**src/rtl/z_core_sig_dump.sv**
```systemverilog
// Signature dump engine: waits for CPU halt or a watchdog, then reads an
// address range over AXI-Lite and streams each word out on a valid/ready port.
module z_core_sig_dump #(
    parameter int unsigned DATA_WIDTH    = 32,
    parameter int unsigned ADDR_WIDTH    = 32,
    parameter int unsigned STRB_WIDTH    = DATA_WIDTH / 8,
    parameter int unsigned TIMEOUT_WIDTH = 32
) (
    input  logic                     clk,
    input  logic                     rstn,
    input  logic                     start,
    input  logic [ADDR_WIDTH-1:0]    sig_begin,
    input  logic [ADDR_WIDTH-1:0]    sig_end,
    input  logic [TIMEOUT_WIDTH-1:0] timeout_cycles,
    input  logic                     halt,
    output logic [ADDR_WIDTH-1:0]    m_axil_araddr,
    output logic [2:0]               m_axil_arprot,
    output logic                     m_axil_arvalid,
    input  logic                     m_axil_arready,
    input  logic [DATA_WIDTH-1:0]    m_axil_rdata,
    input  logic [1:0]               m_axil_rresp,
    input  logic                     m_axil_rvalid,
    output logic                     m_axil_rready,
    output logic [DATA_WIDTH-1:0]    sig_data,
    output logic [ADDR_WIDTH-1:0]    sig_addr,
    output logic                     sig_valid,
    input  logic                     sig_ready,
    output logic                     busy,
    output logic                     done,
    output logic                     timed_out,
    output logic                     err,
    output logic [TIMEOUT_WIDTH-1:0] cycle_count,
    output logic [ADDR_WIDTH-1:0]    word_count
);

    localparam int unsigned OFFS_W = (STRB_WIDTH > 1) ? $clog2(STRB_WIDTH) : 0;
    localparam int unsigned EXT_W  = ADDR_WIDTH + 1;
    localparam logic [ADDR_WIDTH-1:0] ALIGN_MASK = {ADDR_WIDTH{1'b1}} << OFFS_W;
    localparam logic [EXT_W-1:0]      STEP       = EXT_W'(STRB_WIDTH);

    typedef enum logic [2:0] {
        ST_IDLE,
        ST_RUN,
        ST_AR,
        ST_R,
        ST_OUT,
        ST_DONE
    } state_e;

    state_e                   state_q, state_d;
    logic [EXT_W-1:0]         cur_q, cur_d;
    logic [EXT_W-1:0]         end_q, end_d;
    logic [TIMEOUT_WIDTH-1:0] timeout_q, timeout_d;
    logic [TIMEOUT_WIDTH-1:0] cycle_count_q, cycle_count_d;
    logic [ADDR_WIDTH-1:0]    word_count_q, word_count_d;
    logic [ADDR_WIDTH-1:0]    araddr_q, araddr_d;
    logic [ADDR_WIDTH-1:0]    sig_addr_q, sig_addr_d;
    logic [DATA_WIDTH-1:0]    sig_data_q, sig_data_d;
    logic                     arvalid_q, arvalid_d;
    logic                     rready_q, rready_d;
    logic                     sig_valid_q, sig_valid_d;
    logic                     busy_q, busy_d;
    logic                     done_q, done_d;
    logic                     timed_out_q, timed_out_d;
    logic                     err_q, err_d;

    // Extended-width next address and saturating run-cycle increment
    logic [EXT_W-1:0]         cur_next;
    logic [TIMEOUT_WIDTH-1:0] cycle_inc;
    logic                     wd_fire;

    // Helper arithmetic shared by the next-state logic
    always_comb begin
        cur_next  = cur_q + STEP;
        cycle_inc = (&cycle_count_q) ? cycle_count_q : cycle_count_q + TIMEOUT_WIDTH'(1);
        wd_fire   = (timeout_q != '0) && (cycle_inc >= timeout_q);
    end

    // Next-state, datapath updates and registered output views
    always_comb begin
        state_d       = state_q;
        cur_d         = cur_q;
        end_d         = end_q;
        timeout_d     = timeout_q;
        cycle_count_d = cycle_count_q;
        word_count_d  = word_count_q;
        araddr_d      = araddr_q;
        sig_addr_d    = sig_addr_q;
        sig_data_d    = sig_data_q;
        timed_out_d   = timed_out_q;
        err_d         = err_q;

        case (state_q)
            ST_IDLE, ST_DONE: begin
                if (start) begin
                    state_d       = ST_RUN;
                    cur_d         = {1'b0, sig_begin & ALIGN_MASK};
                    end_d         = {1'b0, sig_end & ALIGN_MASK};
                    timeout_d     = timeout_cycles;
                    cycle_count_d = '0;
                    word_count_d  = '0;
                    err_d         = 1'b0;
                    timed_out_d   = 1'b0;
                end
            end
            ST_RUN: begin
                cycle_count_d = cycle_inc;
                if (halt || wd_fire) begin
                    // halt takes precedence; watchdog is only reported when alone
                    timed_out_d = wd_fire && !halt;
                    state_d     = (cur_q < end_q) ? ST_AR : ST_DONE;
                end
            end
            ST_AR: begin
                if (arvalid_q && m_axil_arready) begin
                    state_d = ST_R;
                end
            end
            ST_R: begin
                if (rready_q && m_axil_rvalid) begin
                    state_d    = ST_OUT;
                    sig_data_d = m_axil_rdata;
                    sig_addr_d = cur_q[ADDR_WIDTH-1:0];
                    err_d      = err_q | (m_axil_rresp != 2'b00);
                end
            end
            ST_OUT: begin
                if (sig_ready) begin
                    word_count_d = word_count_q + ADDR_WIDTH'(1);
                    cur_d        = cur_next;
                    state_d      = (cur_next < end_q) ? ST_AR : ST_DONE;
                end
            end
            default: state_d = ST_IDLE;
        endcase

        arvalid_d   = (state_d == ST_AR);
        rready_d    = (state_d == ST_R);
        sig_valid_d = (state_d == ST_OUT);
        busy_d      = (state_d != ST_IDLE) && (state_d != ST_DONE);
        done_d      = (state_d == ST_DONE);
        if (state_d == ST_AR) begin
            araddr_d = cur_d[ADDR_WIDTH-1:0];
        end
    end

    // State and output registers with synchronous active-low reset
    always_ff @(posedge clk) begin
        if (!rstn) begin
            state_q       <= ST_IDLE;
            cur_q         <= '0;
            end_q         <= '0;
            timeout_q     <= '0;
            cycle_count_q <= '0;
            word_count_q  <= '0;
            araddr_q      <= '0;
            sig_addr_q    <= '0;
            sig_data_q    <= '0;
            arvalid_q     <= 1'b0;
            rready_q      <= 1'b0;
            sig_valid_q   <= 1'b0;
            busy_q        <= 1'b0;
            done_q        <= 1'b0;
            timed_out_q   <= 1'b0;
            err_q         <= 1'b0;
        end else begin
            state_q       <= state_d;
            cur_q         <= cur_d;
            end_q         <= end_d;
            timeout_q     <= timeout_d;
            cycle_count_q <= cycle_count_d;
            word_count_q  <= word_count_d;
            araddr_q      <= araddr_d;
            sig_addr_q    <= sig_addr_d;
            sig_data_q    <= sig_data_d;
            arvalid_q     <= arvalid_d;
            rready_q      <= rready_d;
            sig_valid_q   <= sig_valid_d;
            busy_q        <= busy_d;
            done_q        <= done_d;
            timed_out_q   <= timed_out_d;
            err_q         <= err_d;
        end
    end

    assign m_axil_araddr  = araddr_q;
    assign m_axil_arprot  = 3'b000;
    assign m_axil_arvalid = arvalid_q;
    assign m_axil_rready  = rready_q;
    assign sig_data       = sig_data_q;
    assign sig_addr       = sig_addr_q;
    assign sig_valid      = sig_valid_q;
    assign busy           = busy_q;
    assign done           = done_q;
    assign timed_out      = timed_out_q;
    assign err            = err_q;
    assign cycle_count    = cycle_count_q;
    assign word_count     = word_count_q;

endmodule

```
**config.mk**
```make
export PLATFORM = sky130hd
export DESIGN_NAME = z_core_sig_dump
export DESIGN_NICKNAME = d
export VERILOG_FILES = /design/src/rtl/z_core_sig_dump.sv
export SDC_FILE = /design/constraint.sdc
export NUM_CORES = 1
export LEC_CHECK = 0
export CORE_MARGIN = 10
export CORE_UTILIZATION = 40
export DETAILED_ROUTE_END_ITERATION = 7
export HOLD_SLACK_MARGIN = 0.02
export PLACE_DENSITY = 0.68
export SLEW_MARGIN = 40
export SYNTH_ARGS = -nofsm -noshare
export SYNTH_HDL_FRONTEND = slang
export SYNTH_SLANG_ARGS = --single-unit
```
**constraint.sdc**
```tcl
create_clock -name clk -period 5 [get_ports clk]
set_clock_uncertainty 0.2 [all_clocks]
set_input_delay 0.5 -clock clk [delete_from_list [all_inputs] [get_ports clk]]
set_output_delay 0.5 -clock clk [all_outputs]
set_load 0.01 [all_outputs]
```
# After elaboration in Yosys (flattened, before gate mapping)
# Cells that the tools add are included.
dict set report classes {
  n_lt_le_gt_ge 3
  add_sub_neg 3
  reduce_logical 22
  n_mux 21
  n_eq_ne 14
  n_bitwise 1
}
# cell count
set op_table {}
lappend op_table {{$pmux 32 s2} 2}
lappend op_table {{$mux 32} 3}
lappend op_table {{$lt 33x32->1} 2}
lappend op_table {{$mux 33} 2}
lappend op_table {{$pmux 33 s2} 1}
lappend op_table {{$add 32x1->32 const B} 2}
lappend op_table {{$add 33x3->33 const B} 1}
lappend op_table {{$ge 32x32->1} 1}
lappend op_table {{$reduce_and 32->1} 1}
lappend op_table {{$reduce_bool 32->1} 1}
lappend op_table {{$mux 3} 7}
lappend op_table {{$pmux 3 s5} 1}
lappend op_table {{$eq 3x2->1 const B} 4}
lappend op_table {{$eq 3x3->1 const B} 4}
lappend op_table {{$reduce_and 3->1} 3}
lappend op_table {{$ne 2x2->1 const B} 4}
lappend op_table {{$reduce_bool 2->1} 4}
lappend op_table {{$reduce_and 2->1} 3}
lappend op_table {{$logic_and 1x1->1} 5}
lappend op_table {{$pmux 1 s2} 2}
lappend op_table {{$eq 3x1->1 const B} 1}
lappend op_table {{$logic_not 3->1} 1}
lappend op_table {{$mux 1} 3}
lappend op_table {{$ne 3x3->1 const B} 1}
lappend op_table {{other kinds (5)} 5}
dict set report word_totals {
  ff_bits 265
  in_bits 137
  out_inout_bits 170
  elab_cells 81
}

# Depth between registers and ports, before layout
dict set report logic_depth {
  word_depth 9
  ltp_mapped 19
  mapped_depth_nobuf 16
}

# Worst setup path before layout
# OpenSTA, ideal clock, no wires.
dict set report synth_timing {
  path_type {register to register}
  start {register cycle_count_q[14], in the netlist cycle_count[14]}
  end {register araddr_q[16], in the netlist m_axil_araddr[16]}
  path_buffers 3
  t_required_ps 4679
  path_stages_with_launch 19
  slack_ps 74
  setup_ps 121
  arrival_ps 4605
  period_less_slack_ps 4926
  path_cell_list {dfxtp_1 -> clkbuf_1 -> nand4_1 -> or4_1 -> nor4_2 -> nor3_1 -> clkbuf_1 -> and3_1 -> xor2_1 -> ha_1 -> nand4_1 -> nor4_1 -> a31oi_1 -> a311oi_1 -> nor3_1 -> o21ai_0 -> o211ai_4 -> buf_8 -> mux2_4}
}
dict set report synth_via {
  elab_chain_cells 8
  word_cells_on_any_way 9
  cone_classes {add/sub: 1; order compare: 1; eq/ne: 1; mux: 3; reduce/logical: 3}
}
# element line_no
set synth_rtl {}
lappend synth_rtl {{start, declared} 54} ;# logic [TIMEOUT_WIDTH-1:0] cycle_count_q, cycle_count_d;
lappend synth_rtl {{start signal, assigned} 171} ;# cycle_count_q <= cycle_count_d;
lappend synth_rtl {{$add 32x1->32 or $reduce_and 32->1 (tied branches)} 75} ;# cycle_inc = (&cycle_count_q) ? cycle_count_q : cycle_count_q + TIMEOUT_WIDTH'(1);
lappend synth_rtl {{$mux 32 *} 75}
lappend synth_rtl {{$ge 32x32->1 *} 76} ;# wd_fire = (timeout_q != '0) && (cycle_inc >= timeout_q);
lappend synth_rtl {{$logic_and 1x1->1 *} 76}
lappend synth_rtl {{$logic_or 1x1->1 *} 108} ;# if (halt || wd_fire) begin
lappend synth_rtl {{$mux 3 *} 108}
lappend synth_rtl {{$pmux 3 s5 *} 93} ;# case (state_q)
lappend synth_rtl {{$eq 3x2->1 *} 142} ;# if (state_d == ST_AR) begin
lappend synth_rtl {{end signal, assigned} 173} ;# araddr_q <= araddr_d;
lappend synth_rtl {{end, declared} 56} ;# logic [ADDR_WIDTH-1:0] araddr_q, araddr_d;
# Mark *: on every way between the ends. The rest lies on a longest branch, timed or not.
# A chain may end at the register's enable or synchronous reset.

# Worst setup path after layout
dict set report layout_timing {
  start {register cycle_count_q[6], in the netlist cycle_count[6]}
  end {register araddr_q[2], in the netlist m_axil_araddr[2]}
}
# The elaborated chain is that of the path after synthesis.

==> results by group <==
Worst setup path
  • Worst Setup Start Kind: flip-flop
  • Crit-path slowest cell: or4_4
  • Slowest cell delay on critical path: about 0.63 ns
  • Top delay family on crit path: simple AND/OR/NAND/NOR gates
  • Crit-path cells: nand4_1, or4_4, nor4_4, buf_4, nor3_1, buf_4, and3_1, xor2_1, ha_1, a21oi_1, o21ai_1, a221oi_2, o22ai_2, nor3_4, nor3_4, o211ai_4, buf_12, buf_8, buf_12, mux2_4
  • Worst path bufs/invs: 5
  • R2R Setup Slk: 0.11 ns
  • Max FO, Critical Path: 6
  • CP Capture Type: flip-flop
  • Reg2Reg Depth: 20
  • R2R Path End: m_axil_araddr[2]
  • FF-to-FF Start: cycle_count[6]
  • Critical path arrival: ~5 ns
  • Required time worst endpoint: roughly 5.3 ns
  • Critical path class: reg -> reg

Die
  • Core area: 0.0336 mm²
  • Die Footprint: 0.0420 mm²
  • Die Wd: between 200 and 250 µm
  • Initial Utilization: 40.7%
  • # rows: 67
  • Height of the die: 205 µm
  • Number of top-level pins: between 300 and 400

Layout
  • Layout Nets: about 2200
  • Final instance area: ~0.019 mm²
  • Fillers: ~3100
  • Share of layout cells above drive strength 1: roughly a tenth
  • Layout overhead on the synthesized area: 36.7%
  • Post-layout util: 55.7%
  • Finished Layout Cells: ~2500

Pwr
  • Pwr Density: 364 mW/mm²
  • Leakage power: between 7 and 8 nW
  • Max VDD drop: between 200 and 300 µV

Clock network
  • Post-CTS Hold Buffers: 0
  • Total CTS buffers: 30
  • CTS tree: done
  • Skew-Pair Late Insertion Delay: 0.56 ns
  • Clock sinks: between 200 and 300
  • Clk buf depth: 3
  • CTS clk-pin slew, worst paths: 0.06 ns
  • Max H-tree Level: 1
  • Root Buffer: clkbuf_16

Timing
  • Hold Vio Cnt, Final: 0
  • Min Hold Slack: between 0.2 and 0.25 ns
  • Final setup viols: 0
  • Worst-margin pin slew: 0.790 ns
  • Max Fclk: 0.205 GHz
  • Slew Viols, Final: 0
  • Slew HR: 46.6%
  • Post-route clock period utilization: 97.7%
  • Final worst slack: between 0.1 and 0.15 ns
  • Post-route minimum period: 4.89 ns

Placement
  • Placed standard-cell area: 0.0174 mm²
  • Placer congestion estimate: 0.943
  • # placed instances: roughly 2400
  • IO Port Bufs: 299
  • Hpwl dp: roughly 34 mm
  • Dpl ws: -0.180 ns

Route
  • Vias per inst: between 5 and 6
  • Vias: about 13000
  • Drt total wl: around 46 mm
  • First-pass DRT Iterations: 5
  • WL per Instance: 18.4 µm
  • DRC Markers: 0
  • 1st-iter DRT viols: a little under 800
  • Final ANT Viol Nets: 0

Global routing
  • Initial antenna violation count: 5
  • Vias in the first global route: 12899
  • Global Route Usage Sum: between 20% and 30%
  • Congestion Overflow GR: 0
  • Pin count of the biggest net entering global routing: between 70 and 80
  • First-pass GRT wire length: between 70 and 80 mm

Synth
  • Async set-or-reset flop fraction in the synthesized netlist: 0%
  • Cell with the most instances after synthesis: nand2_1
  • Top cell type's share of synthesized area: between 30% and 40%
  • Synth Flop Type: dfxtp_1
  • Synth area leader: dfxtp_1
  • Cell Area, Synth: 0.0137 mm²
  • Post-synthesis register bit count: about 270
  • Synth Instances: 1699
  • Sequential area share after synthesis: about two fifths
  • Cell variety after synth: 73
  • Post-synth EDFFs: 0
  • Synth top cells by count: nand2_1 (358), dfxtp_1 (265), a21oi_1 (196)
  • Largest cells by area after synthesis: dfxtp_1 (39%), nand2_1 (9.8%), ha_1 (8.5%)
  • Avg Inst Size Synth: between 8 and 9 µm²
  • Ys Warns: 0

Run status
  • Status: completed

Min path
  • End of the worst hold path: cur_q[11]
  • Hold_sp: rstn
  • Worst Hold Depth: 3
  • HP Class: in -> reg

Flow run
  • Max cap viols: 0
[metal layers]
layer  vias up  part of all wire [%]  global-route usage [%]
met1      6226                    42                    26.2
met4         6                   2.3                    4.96
met3        69                   8.8                    5.47
met2       472                    46                    33.9
met5         -                  0.10                       0
li1       6502                     -                       -
[sequential cells by signal, indices dropped and copies added (netlist names)]
| name | flops |
|---|---|
| sig_addr | 32 |
| m_axil_rready | 1 |
| timeout_q | 32 |
| cur_q | 33 |
| state_q | 3 |
| m_axil_arvalid | 1 |
| sig_data | 32 |
| sig_valid | 1 |
| busy | 1 |
| m_axil_araddr | 32 |
| word_count | 32 |
| cycle_count | 32 |
| end_q | 30 |
| err | 1 |
| timed_out | 1 |
| done | 1 |
[per-stage QoR]
stage                     total power, W  TNS (ns)
final                            0.00682         0
after detailed placement         0.00458     -4.26
after global routing             0.00720    -0.988
after CTS                        0.00671         0
after floorplan                  0.00381         0
after global placement           0.00453     -1.53
[cells by family after synthesis]
kind of cell | after synthesis | synth area share, %
mux | 35 | 3.49
simple gates | 710 | 23.9
xor+xnor | 83 | 5.31
buf+inv | 173 | 5.26
compound gates | 339 | 14.8
flops | 265 | 38.7
fa+ha+maj | 93 | 8.50
other cells | 1 | 0.0274
[worst max-delay path by stage]
| stage | startpoint | end | cells after the start |
|---|---|---|---|
| 2_1_floorplan | cycle_count[14] | m_axil_araddr[16] | 18 |
| 3_3_place_gp | cycle_count[5] | m_axil_araddr[31] | 19 |
| 5_1_grt | cycle_count[6] | m_axil_araddr[0] | 20 |
| 4_1_cts | cycle_count[4] | m_axil_araddr[28] | 19 |
| 3_5_place_dp | cycle_count[5] | m_axil_araddr[28] | 19 |
| 6_report | cycle_count[6] | m_axil_araddr[2] | 20 |
[power breakdown]
part           total, W  internal, W  leakage (nW)  switching (W)
Clock           0.00212      0.00122         0.462       0.000893
Sequential      0.00248      0.00230          2.15       0.000183
Combinational   0.00222     0.000951          4.70        0.00127
Total           0.00682      0.00447          7.31        0.00235
[tightest hold or removal path, stage by stage]
cell     delay [ns]
buf_2          0.25
nand2_1        0.14
inv_1          0.04
[placed cells by master (no fill, tap or decap), drive strengths merged, types with 43 or more instances in the layout]
cell type      count
xnor2             43
inv               79
buf               83
a21oi            196
o21ai             53
nand2            358
ha                93
dfxtp            265
clkdlybuf4s50    298
nand3             48
nor2             107
[layout make-up]
| type | instances | area [µm²] | area share (%) |
|---|---|---|---|
| tap | 448 | 561 | 2.99 |
| clock buffer | 40 | 840 | 4.48 |
| antenna | 2 | 5.00 | 0.0267 |
| multi-input combinational | 1263 | 7890 | 42.1 |
| sequential | 265 | 5310 | 28.4 |
| inverter | 78 | 298 | 1.59 |
| clock inverter | 12 | 96.3 | 0.515 |
| timing repair buffer | 381 | 3720 | 19.9 |
[what timing repair did]
action,4_1_cts,5_1_grt
resized for setup,3,46
endpoints found under the setup margin,32,33
pin swaps,0,20
buffers inserted,0,13
Note: power is estimated with default switching activity, not from simulation.
